[config.mk]
export PLATFORM = sky130hd
export DESIGN_NAME = display_scanner
export DESIGN_NICKNAME = d
export VERILOG_FILES = /design/src/rtl/display_scanner.sv
export SDC_FILE = /design/constraint.sdc
export NUM_CORES = 1
export LEC_CHECK = 0
export CAP_MARGIN = 40
export CORE_AREA = 2 2 116 118
export DETAILED_ROUTE_END_ITERATION = 8
export DIE_AREA = 0 0 118 120
export PLACE_DENSITY = 0.68
export SYNTH_ARGS = -nofsm -noshare
export SYNTH_HDL_FRONTEND = slang
export SYNTH_SLANG_ARGS = --single-unit
[constraint.sdc]
create_clock -name clk -period 7.5 [get_ports clk]
set_input_delay 0.75 -clock clk [delete_from_list [all_inputs] [get_ports clk]]
set_output_delay 0.75 -clock clk [all_outputs]
set_load 0.02 [all_outputs]
[src/rtl/display_scanner.sv]
// display_scanner: sweeps display_number over [FIRST_NUM, LAST_NUM], captures each
// populated slot's {display_name, display_value} and streams it as one ASCII line,
// e.g. "M_OP1=0000002A\r\n", over a valid/ready byte interface.
// Optional feature: define SCAN_INDEX_EN to prefix each line with the slot number
// as two decimal digits and ':' (e.g. "41:M_OP1=0000002A\r\n").
module display_scanner #(
    parameter logic [5:0] FIRST_NUM = 6'd1,
    parameter logic [5:0] LAST_NUM  = 6'd44
) (
    input  logic        clk,
    input  logic        resetn,
    input  logic        scan_start,
    output logic [5:0]  display_number,
    input  logic        display_valid,
    input  logic [39:0] display_name,
    input  logic [31:0] display_value,
    output logic [7:0]  tx_data,
    output logic        tx_valid,
    input  logic        tx_ready,
    output logic        scan_busy,
    output logic        scan_done
);

`ifdef SCAN_INDEX_EN
    localparam int PREFIX_LEN = 3;
`else
    localparam int PREFIX_LEN = 0;
`endif
    localparam logic [4:0] LAST_IDX = 5'(PREFIX_LEN + 15);

    typedef enum logic [1:0] {S_IDLE, S_WAIT, S_CAPTURE, S_SEND} state_e;

    state_e      state_q, state_d;
    logic [5:0]  number_q, number_d;
    logic [4:0]  idx_q, idx_d;
    logic [39:0] name_q, name_d;
    logic [31:0] value_q, value_d;
    logic [7:0]  tx_data_q, tx_data_d;
    logic        tx_valid_q, tx_valid_d;
    logic        busy_q, busy_d;
    logic        done_q, done_d;

    logic [39:0] src_name;
    logic [31:0] src_value;
    logic [4:0]  src_idx;
    logic [7:0]  next_byte;

    function automatic logic [7:0] hex_char(input logic [3:0] nib);
        return (nib < 4'd10) ? (8'h30 + {4'h0, nib}) : (8'h37 + {4'h0, nib});
    endfunction

    // A NUL name character prints as a space so short names stay aligned.
    function automatic logic [7:0] name_char(input logic [7:0] c);
        return (c == 8'h00) ? 8'h20 : c;
    endfunction

    // Byte at position pos of the unprefixed line: 5 name chars, '=', 8 hex digits, CR, LF.
    function automatic logic [7:0] body_byte(input logic [39:0] name,
                                             input logic [31:0] value,
                                             input logic [4:0]  pos);
        logic [7:0] b;
        case (pos)
            5'd0:    b = name_char(name[39:32]);
            5'd1:    b = name_char(name[31:24]);
            5'd2:    b = name_char(name[23:16]);
            5'd3:    b = name_char(name[15:8]);
            5'd4:    b = name_char(name[7:0]);
            5'd5:    b = 8'h3D;
            5'd6:    b = hex_char(value[31:28]);
            5'd7:    b = hex_char(value[27:24]);
            5'd8:    b = hex_char(value[23:20]);
            5'd9:    b = hex_char(value[19:16]);
            5'd10:   b = hex_char(value[15:12]);
            5'd11:   b = hex_char(value[11:8]);
            5'd12:   b = hex_char(value[7:4]);
            5'd13:   b = hex_char(value[3:0]);
            5'd14:   b = 8'h0D;
            default: b = 8'h0A;
        endcase
        return b;
    endfunction

    // Select the byte to load next: byte 0 straight from the responder while capturing,
    // otherwise the following byte of the frozen line.
    always_comb begin
        if (state_q == S_CAPTURE) begin
            src_name  = display_name;
            src_value = display_value;
            src_idx   = 5'd0;
        end else begin
            src_name  = name_q;
            src_value = value_q;
            src_idx   = idx_q + 5'd1;
        end
`ifdef SCAN_INDEX_EN
        if (src_idx == 5'd0) begin
            next_byte = 8'h30 + {2'b00, number_q / 6'd10};
        end else if (src_idx == 5'd1) begin
            next_byte = 8'h30 + {2'b00, number_q % 6'd10};
        end else if (src_idx == 5'd2) begin
            next_byte = 8'h3A;
        end else begin
            next_byte = body_byte(src_name, src_value, src_idx - 5'd3);
        end
`else
        next_byte = body_byte(src_name, src_value, src_idx);
`endif
    end

    // Next-state and next-output logic for the sweep / capture / send sequence.
    always_comb begin
        // NOTE: every _d gets a hold/default value first so no path leaves it unassigned
        // (an unassigned path in always_comb would infer a latch).
        state_d    = state_q;
        number_d   = number_q;
        idx_d      = idx_q;
        name_d     = name_q;
        value_d    = value_q;
        tx_data_d  = tx_data_q;
        tx_valid_d = tx_valid_q;
        done_d     = 1'b0;
        case (state_q)
            S_IDLE: begin
                if (scan_start) begin
                    number_d = FIRST_NUM;
                    state_d  = S_WAIT;
                end
            end
            S_WAIT: begin
                state_d = S_CAPTURE;
            end
            S_CAPTURE: begin
                if (display_valid) begin
                    name_d     = display_name;
                    value_d    = display_value;
                    idx_d      = 5'd0;
                    tx_data_d  = next_byte;
                    tx_valid_d = 1'b1;
                    state_d    = S_SEND;
                end else if (number_q == LAST_NUM) begin
                    done_d  = 1'b1;
                    state_d = S_IDLE;
                end else begin
                    number_d = number_q + 6'd1;
                    state_d  = S_WAIT;
                end
            end
            S_SEND: begin
                if (tx_valid_q && tx_ready) begin
                    if (idx_q == LAST_IDX) begin
                        tx_valid_d = 1'b0;
                        if (number_q == LAST_NUM) begin
                            done_d  = 1'b1;
                            state_d = S_IDLE;
                        end else begin
                            number_d = number_q + 6'd1;
                            state_d  = S_WAIT;
                        end
                    end else begin
                        idx_d     = idx_q + 5'd1;
                        tx_data_d = next_byte;
                    end
                end
            end
            default: state_d = S_IDLE;
        endcase
        busy_d = (state_d != S_IDLE);
    end

    // State, line buffer and registered outputs.
    always_ff @(posedge clk or negedge resetn) begin
        if (!resetn) begin
            // NOTE: the line buffer is only a few flops; clearing it on reset means an
            // aborted line leaves nothing stale behind.
            state_q    <= S_IDLE;
            number_q   <= 6'd0;
            idx_q      <= 5'd0;
            name_q     <= 40'd0;
            value_q    <= 32'd0;
            tx_data_q  <= 8'h00;
            tx_valid_q <= 1'b0;
            busy_q     <= 1'b0;
            done_q     <= 1'b0;
        end else begin
            // NOTE: non-blocking so every flop updates from pre-edge values.
            state_q    <= state_d;
            number_q   <= number_d;
            idx_q      <= idx_d;
            name_q     <= name_d;
            value_q    <= value_d;
            tx_data_q  <= tx_data_d;
            tx_valid_q <= tx_valid_d;
            busy_q     <= busy_d;
            done_q     <= done_d;
        end
    end

    assign display_number = number_q;
    assign tx_data        = tx_data_q;
    assign tx_valid       = tx_valid_q;
    assign scan_busy      = busy_q;
    assign scan_done      = done_q;

endmodule

# ---- Word level (Yosys, flattened, before mapping)
# Index checks and enable logic that the tools add are counted.
dict set report word_totals {
  reg_bits 96
}
dict set report classes {
  n_addsub 18
  magnitude_cmp 8
  eq_ne 25
  muxes 46
  n_reduce_logical 15
}
# operator n
set ops {}
lappend ops {{$pmux 8 s15} 1}
lappend ops {{$add 6x4->7 const A} 16}
lappend ops {{$mux 8} 8}
lappend ops {{$mux 7} 8}
lappend ops {{$eq 5x4->1 const B} 8}
lappend ops {{$logic_not 8->1} 5}
lappend ops {{$mux 40} 1}
lappend ops {{$lt 4x4->1 const B} 8}
lappend ops {{$mux 32} 1}
lappend ops {{$mux 6} 5}
lappend ops {{$eq 5x3->1 const B} 4}
lappend ops {{$mux 5} 4}
lappend ops {{$pmux 6 s3} 1}
lappend ops {{$pmux 8 s2} 1}
lappend ops {{$ne 2x2->1 const B} 6}
lappend ops {{$eq 5x2->1 const B} 2}
lappend ops {{$pmux 5 s2} 1}
lappend ops {{$mux 1} 8}
lappend ops {{$mux 2} 4}
lappend ops {{$pmux 2 s4} 1}
lappend ops {{$reduce_and 4->1} 2}
lappend ops {{$add 6x1->6 const B} 1}
lappend ops {{$eq 6x6->1 const B} 1}
lappend ops {{$add 5x1->5 const B} 1}
lappend ops {{other kinds (11)} 14}

# ---- Logic depth before layout (Yosys ltp)
# Gate-level depths: netlist (run 1).
dict set report depth {
  depth_word 8
  depth_mapped 13
}

# ---- Worst setup path before layout (run 1)
# No wires, ideal clock.
dict set report synth_timing {
  path_kind {reg2reg}
  from {register idx_q[1]}
  to {register tx_data_q[1], in the netlist tx_data[1]}
  arrival_ns 2.859
  required_time_ns 7.374
  setup_slack_ns 4.515
  path_stages_with_launch 13
  period_less_slack_ns 2.985
  path_cell_list {dfrtp_1 ha_1 clkbuf_1 buf_2 and3_1 ha_1 nor2b_1 and3_1 buf_2 and2_1 a221oi_1 o21ai_0 o32a_1}
}
dict set report synth_via {
  elab_chain_cells 7
  word_cells_on_any_way 25
  classes_between {add/sub (1); eq/ne (16); mux (6); reduce/logical (2)}
}
# item line
set synth_rtl {}
lappend synth_rtl {{from (decl)} 35} ;# logic [4:0] idx_q, idx_d;
lappend synth_rtl {{from (signal assigned)} 188} ;# idx_q <= idx_d;
lappend synth_rtl {{$add 5x1->5} 93} ;# src_idx = idx_q + 5'd1;
lappend synth_rtl {{$mux 5} 86} ;# if (state_q == S_CAPTURE) begin
lappend synth_rtl {{$eq 5x4->1, or another cell as far along} 62} ;# case (pos)
lappend synth_rtl {{$pmux 8 s15} 62}
lappend synth_rtl {{$mux 8} 150} ;# if (idx_q == LAST_IDX) begin
lappend synth_rtl {{$mux 8} 149} ;# if (tx_valid_q && tx_ready) begin
lappend synth_rtl {{$pmux 8 s2} 122} ;# case (state_q)
lappend synth_rtl {{to (signal assigned)} 191} ;# tx_data_q <= tx_data_d;
lappend synth_rtl {{to (decl)} 38} ;# logic [7:0] tx_data_q, tx_data_d;
# Several ways; a longest one is shown, not always the timed one. The select of a mux whose other input is x is not followed.
# A chain may end at the register's enable or synchronous reset.

# ---- Worst setup path after layout (run 1)
dict set report layout_timing {
  from {register idx_q[0]}
  to {register tx_data_q[1], in the netlist tx_data[1]}
}
# Same word-level chain as after synthesis.

==> metrics.txt, run 1 <==
# fillers 1182; share of layout cells above drive strength 1 0.182; total gr overflow 0; Synth top cells by count dfrtp_1, mux2_2, nor2_1; share of Yosys cell area claimed by the top area cell type 0.424; Critical Path AT 4010 ps; EDFF count, synth 0; Async SR Flop Fraction 1.00; critical path class register to register; initial antenna violation count 0; Bufs on Longest Clock Path 2; Max VDD drop ~160 uV; Post-CTS Setup Inserts 0; synth warn 0; GPL Wtd Cong 0.911; CP max-delay cell dfrtp_1; hold_buf cts 0; Post-Syn Nets 624; FF-to-FF path depth 9; initial core utilization 0.437; Die Width 118 um; switching pwr 607 uW; number of vias per cell ~5.8; sequential share of power 0.419; worst-path fanout max 19; synth unique cells between 70 and 80; max_cap viols 0; CTS tree done; Yosys reg bits 96; top cell type by total area after synthesis dfrtp_1; top cells by area, synth dfrtp_1, mux2_2, mux2i_1; R2R Path End tx_data[1]$_DFFE_PN0P_; Num CTS Buffers 9; PortBufs 93; area grow syn2layout 22.5%; Slew Viols, Final 0; row count 42; final antenna-violating net count 0; CTS sink count 96; status completed; post-CTS sizing 0; RSZ-0062 raised after global routing no; Fmax 265 MHz; Final Setup Violations 0; P_int 1.15 mW; Root Driver clkbuf_16; largest net degree at the start of global routing 54; flop-to-flop setup slack 3730 ps; vias in the first global route 4682; HP Class primary input to async pin; clock latency at the later pin of the worst-skew pair around 350 ps; reg-to-reg startpoint idx_q[0]$_DFFE_PN0P_; final worst path period need 3770 ps; pwr dens 253 nW/um^2; clock slew at reported path FFs ~60 ps; H-tree depth 3; Final Core Density 0.535; Clk network pwr share 0.242; Leak roughly 2.9 nW; IO Pins 94; fin nets 704; relative slew slack 0.490; Synth Instances 542; worst path cell trace ha_1, and3_1, ha_1, nor2b_1, and3_1, a22oi_1, nor2_1, or3_1, o32a_1; setup TNS 0 ps; share of total power in combinational logic 0.339; Crit path required time 7730 ps; switching fraction of total power 0.346; wire length per cell between 15 and 20 um; Main synth FF type dfrtp_1; first-pass GRT wire length between 20 and 30 mm; Worst Skew 5.49 ps; Worst setup SP type register; Crit. End Element register; Hold Fails Final Rpt 0; Ant. Diodes 0; Die ar. about 14000 sq um; worst slew pin tran 762 ps; hpwl dp 12.2 mm; DR iter-0 viols 370; DIE HEIGHT 120 um; most frequent cell after synthesis dfrtp_1; Routed WL around 16 mm; Cell Area, Synth 5670 sq um; Vias 4668; CORE AREA 13000 sq um; Max stage delay on crit path ~760 ps; DRC viols 0; register area share after synthesis 0.424; Mean Syn Cell Area 10.5 sq um; Setup crit start idx_q[0]$_DFFE_PN0P_; period utilisation layout 0.503; DR pass1 iterations 5; GRT Overall Usage 0.232
-- cell usage in the layout (no fill, tap or decap), types with 12 or more instances in the layout --
| cell | netlist | final |
|---|---|---|
| o21ai_0 | 28 | 28 |
| a21oi_1 | 22 | 22 |
| nand3_1 | 13 | 13 |
| mux2_2 | 74 | 74 |
| nand2_1 | 36 | 35 |
| inv_1 | 12 | 12 |
| nor2_1 | 39 | 39 |
| nand2b_1 | 12 | 12 |
| dfrtp_1 | 96 | 96 |
| nor3_1 | 16 | 16 |
| mux2i_1 | 22 | 22 |
| clkdlybuf4s50_1 | 0 | 92 |
-- registers in the layout, indices dropped and copies added, names as in the netlist --
signal          flops
state_q             2
idx_q               5
value_q            32
name_q             40
scan_done           1
tx_data             8
scan_busy           1
display_number      6
tx_valid            1
-- cell type report --
| type | instances | area [sq um] | area share |
|---|---|---|---|
| multi-input combinational | 406 | 3050 | 0.439 |
| sequential | 96 | 2400 | 0.346 |
| timing repair buffer | 97 | 958 | 0.138 |
| clock buffer | 11 | 253 | 0.0364 |
| tap | 176 | 220 | 0.0317 |
| inverter | 12 | 45.0 | 0.00648 |
| clock inverter | 3 | 18.8 | 0.00270 |
-- logic make-up (layout without fill, tap and decap cells) --
group,count (synthesis),in the layout,share of synthesized area
flops,96,96,0.424
xor+xnor,17,17,0.0263
buf+inv,40,123,0.0390
mux,99,99,0.196
compound gates,124,124,0.160
fa+ha+maj,5,5,0.0110
simple gates,161,161,0.145
-- stage by stage --
step	std cells	power [mW]	cell area, sq um	setup slack, ps	hold WS [ps]
after floorplan	542	1.10	5670	4520	454
final	801	1.76	6950	3730	394
after global placement	787	1.32	6680	3930	489
after detailed placement	787	1.33	6680	3810	493
after global routing	801	1.86	6950	3500	438
after CTS	801	1.76	6950	3790	417
-- per-layer routing --
| layer | vias up | wire [um] | share of wire | track usage |
|---|---|---|---|---|
| met5 | - | 0 | 0 | 0 |
| met1 | 2328 | 7510 | 0.47 | 0.325 |
| met4 | 0 | 319 | 0.020 | 0.0896 |
| met3 | 26 | 796 | 0.050 | 0.0399 |
| li1 | 2174 | - | - | - |
| met2 | 140 | 7280 | 0.46 | 0.360 |
-- worst max path at each step --
stage                             endpoint  slack, ps  cells after the start
finish              tx_data[1]$_DFFE_PN0P_       3730                      9
detailed placement  tx_data[1]$_DFFE_PN0P_       3810                      9
global route        tx_data[0]$_DFFE_PN0P_       3500                     10
CTS                 tx_data[1]$_DFFE_PN0P_       3790                      9
floorplan           tx_data[1]$_DFFE_PN0P_       4520                     12
global placement    tx_data[1]$_DFFE_PN0P_       3930                      9
-- worst max-delay path: cells and delay by family, from the launching register on --
kind	cells	cell delay [ps]
compound gates	2	630
flops	1	760
simple gates	5	1260
fa+ha+maj	2	1010
-- power by group through the flow --
stage               sequential, mW  clock, mW  combinational, mW
finish                       0.736      0.426              0.596
global route                 0.750      0.461              0.645
CTS                          0.734      0.438              0.592
detailed placement           0.743          0              0.589
global placement             0.738          0              0.583
floorplan                    0.720          0              0.375
(Power assumes the default switching activity.)
==> run 2: changes to the inputs <==
- clock period: 7.5 -> 3.9 ns (I/O delays scaled with it)
==> run 2 against run 1 <==
  * Clock skew about the same
  * Design area up 0.68%
  * Sequential share of layout area down 0.24 points
  * Worst setup slack worse by 2800 ps
  * Global-route usage up 0.26 points
  * Critical path depth unchanged
  * Clock power up 99%
  * Largest power group unchanged
==> metrics.txt, run 2 (synthesized netlist as in run 1, its figures left out) <==
Routed WL 16.1 mm (was 15.9 mm); row count 42 (unchanged); placed inst area 6710 sq um (was 6680 sq um); number of vias per cell 5.90 (was 5.83); DR iter-0 viols 374 (was 370); final worst path period need 2940 ps (was 3770 ps); Die ar. 14200 sq um (unchanged); HP Class primary input to async pin (unchanged); Hold Slack 90.5 ps (was 394 ps); Critical Path AT 3180 ps (was 4010 ps); initial core utilization 0.437 (unchanged); hpwl dp 12.3 mm (was 12.2 mm); total gr overflow 0 (unchanged); Num CTS Buffers 9 (unchanged); Non-Filler Instances 808 (was 801); initial antenna violation count 0 (unchanged); max_cap viols 0 (unchanged); GRT Overall Usage 0.235 (was 0.232); Crit. End Element register (unchanged); Worst Skew 5.40 ps (was 5.49 ps); setup slack after layout 956 ps (was 3730 ps); Leak 2.93 nW (was 2.91 nW); final instance area 7000 sq um (was 6950 sq um); largest reg by FF count name_q (unchanged); Die Width 118 um (unchanged); hold_buf cts 0 (unchanged); Slew Viols, Final 0 (unchanged); area grow syn2layout 23.3% (was 22.5%); GPL Wtd Cong 0.951 (was 0.911); Fmax 340 MHz (was 265 MHz); share of layout cells above drive strength 1 0.191 (was 0.182); Crit path required time 4140 ps (was 7730 ps); most frequent cells in the layout dfrtp_1, clkdlybuf4s50_1, mux2_2 (unchanged); H-tree depth 3 (unchanged); Placed Cells 792 (was 787); flop-to-flop setup slack 960 ps (was 3730 ps); worst-path fanout max 12 (was 19); Worst setup SP type register (unchanged); DR pass1 iterations 6 (was 5); DRC viols 0 (unchanged); RSZ-0062 raised after global routing no (unchanged); pwr dens 489 nW/um^2 (was 253 nW/um^2); relative slew slack 0.523 (was 0.490); clock latency at the later pin of the worst-skew pair 350 ps (about the same); setup TNS 0 ps (unchanged); fin nets 709 (was 704); critical path class register to register (unchanged); CORE AREA 13000 sq um (unchanged); final antenna-violating net count 0 (unchanged); Max VDD drop 237 uV (was 156 uV); largest net degree at the start of global routing 56 (was 54); post-CTS sizing 0 (unchanged); clock slew at reported path FFs 70 ps (was 60 ps); IO Pins 94 (unchanged); Bufs on Longest Clock Path 2 (unchanged); CTS tree done (unchanged); status completed (unchanged); Hold Fails Final Rpt 0 (unchanged); first-pass GRT wire length 26.0 mm (was 25.6 mm); Post-CTS Setup Inserts 0 (unchanged); worst slew pin tran 715 ps (was 762 ps); period utilisation layout 0.755 (was 0.503); most common cell after layout, fill and taps aside dfrtp_1 (unchanged); DIE HEIGHT 120 um (unchanged); wire length per cell 19.9 um (about the same); Place WS 995 ps (was 3810 ps); PortBufs 93 (unchanged); vias in the first global route 4742 (was 4682); CTS sink count 96 (unchanged); Ant. Diodes 0 (unchanged); Vias 4768 (was 4668); Final Setup Violations 0 (unchanged); max FFs per register 40 (unchanged); Root Driver clkbuf_16 (unchanged)
-- run 2: cell types whose count changed in the layout (fill, tap and decap cells not counted), sizes merged --
cell,before,now
clkinvlp,0,3
inv,12,14
clkbuf,11,9
buf,5,10
clkinv,3,2
-- run 2: worst max-delay path, stage by stage (launching register included) --
cell,delay [ps]
dfrtp_1,450
ha_1,230
and3_1,150
ha_1,370
nor2b_1,180
and3_1,360
a22oi_1,310
nor2_1,60
or3_1,380
o32a_1,340
-- run 2: layout make-up --
cell class | count | area [sq um]
Clock inverter | 7 | 56.3
Sequential cell | 96 | 2400
Multi-Input combinational cell | 406 | 3050
Tap cell | 176 | 220
Clock buffer | 9 | 225
Inverter | 12 | 45.0
Timing Repair Buffer | 102 | 996
Fill cell | 1173 | 5980
-- run 2: layer usage --
metal	share of wire	wire length [um]	global-route usage	vias up
met5	0	0	0	-
met4	0.027	440	0.103	0
met3	0.054	875	0.0461	31
met2	0.45	7320	0.359	168
met1	0.46	7460	0.325	2379
li1	-	-	-	2190
-- run 2: report_power, final --
part	total, mW	internal [mW]	switching (mW)
Combinational	1.18	0.561	0.619
Sequential	1.40	1.20	0.198
Clock	0.846	0.439	0.407
Total	3.42	2.20	1.22
-- run 2: per-stage QoR --
step                      utilization  total power, mW
after floorplan                     -             2.11
after global routing            0.539             3.60
after global placement          0.517             2.56
final                           0.539             3.42
after detailed placement        0.517             2.57
after CTS                       0.539             3.43
-- run 2: final timing paths --
check	from	to	cells past startpoint
min	resetn	display_number[4]$_DFFE_PN0P_	1
max in group asynchronous	resetn	value_q[29]$_DFFE_PN0P_	2
min in group clk	tx_data[7]$_DFFE_PN0P_	tx_data[7]$_DFFE_PN0P_	2
max reg2reg	idx_q[1]$_DFFE_PN0P_	tx_data[1]$_DFFE_PN0P_	9
min reg2reg	tx_data[7]$_DFFE_PN0P_	tx_data[7]$_DFFE_PN0P_	2
max	idx_q[1]$_DFFE_PN0P_	tx_data[1]$_DFFE_PN0P_	9
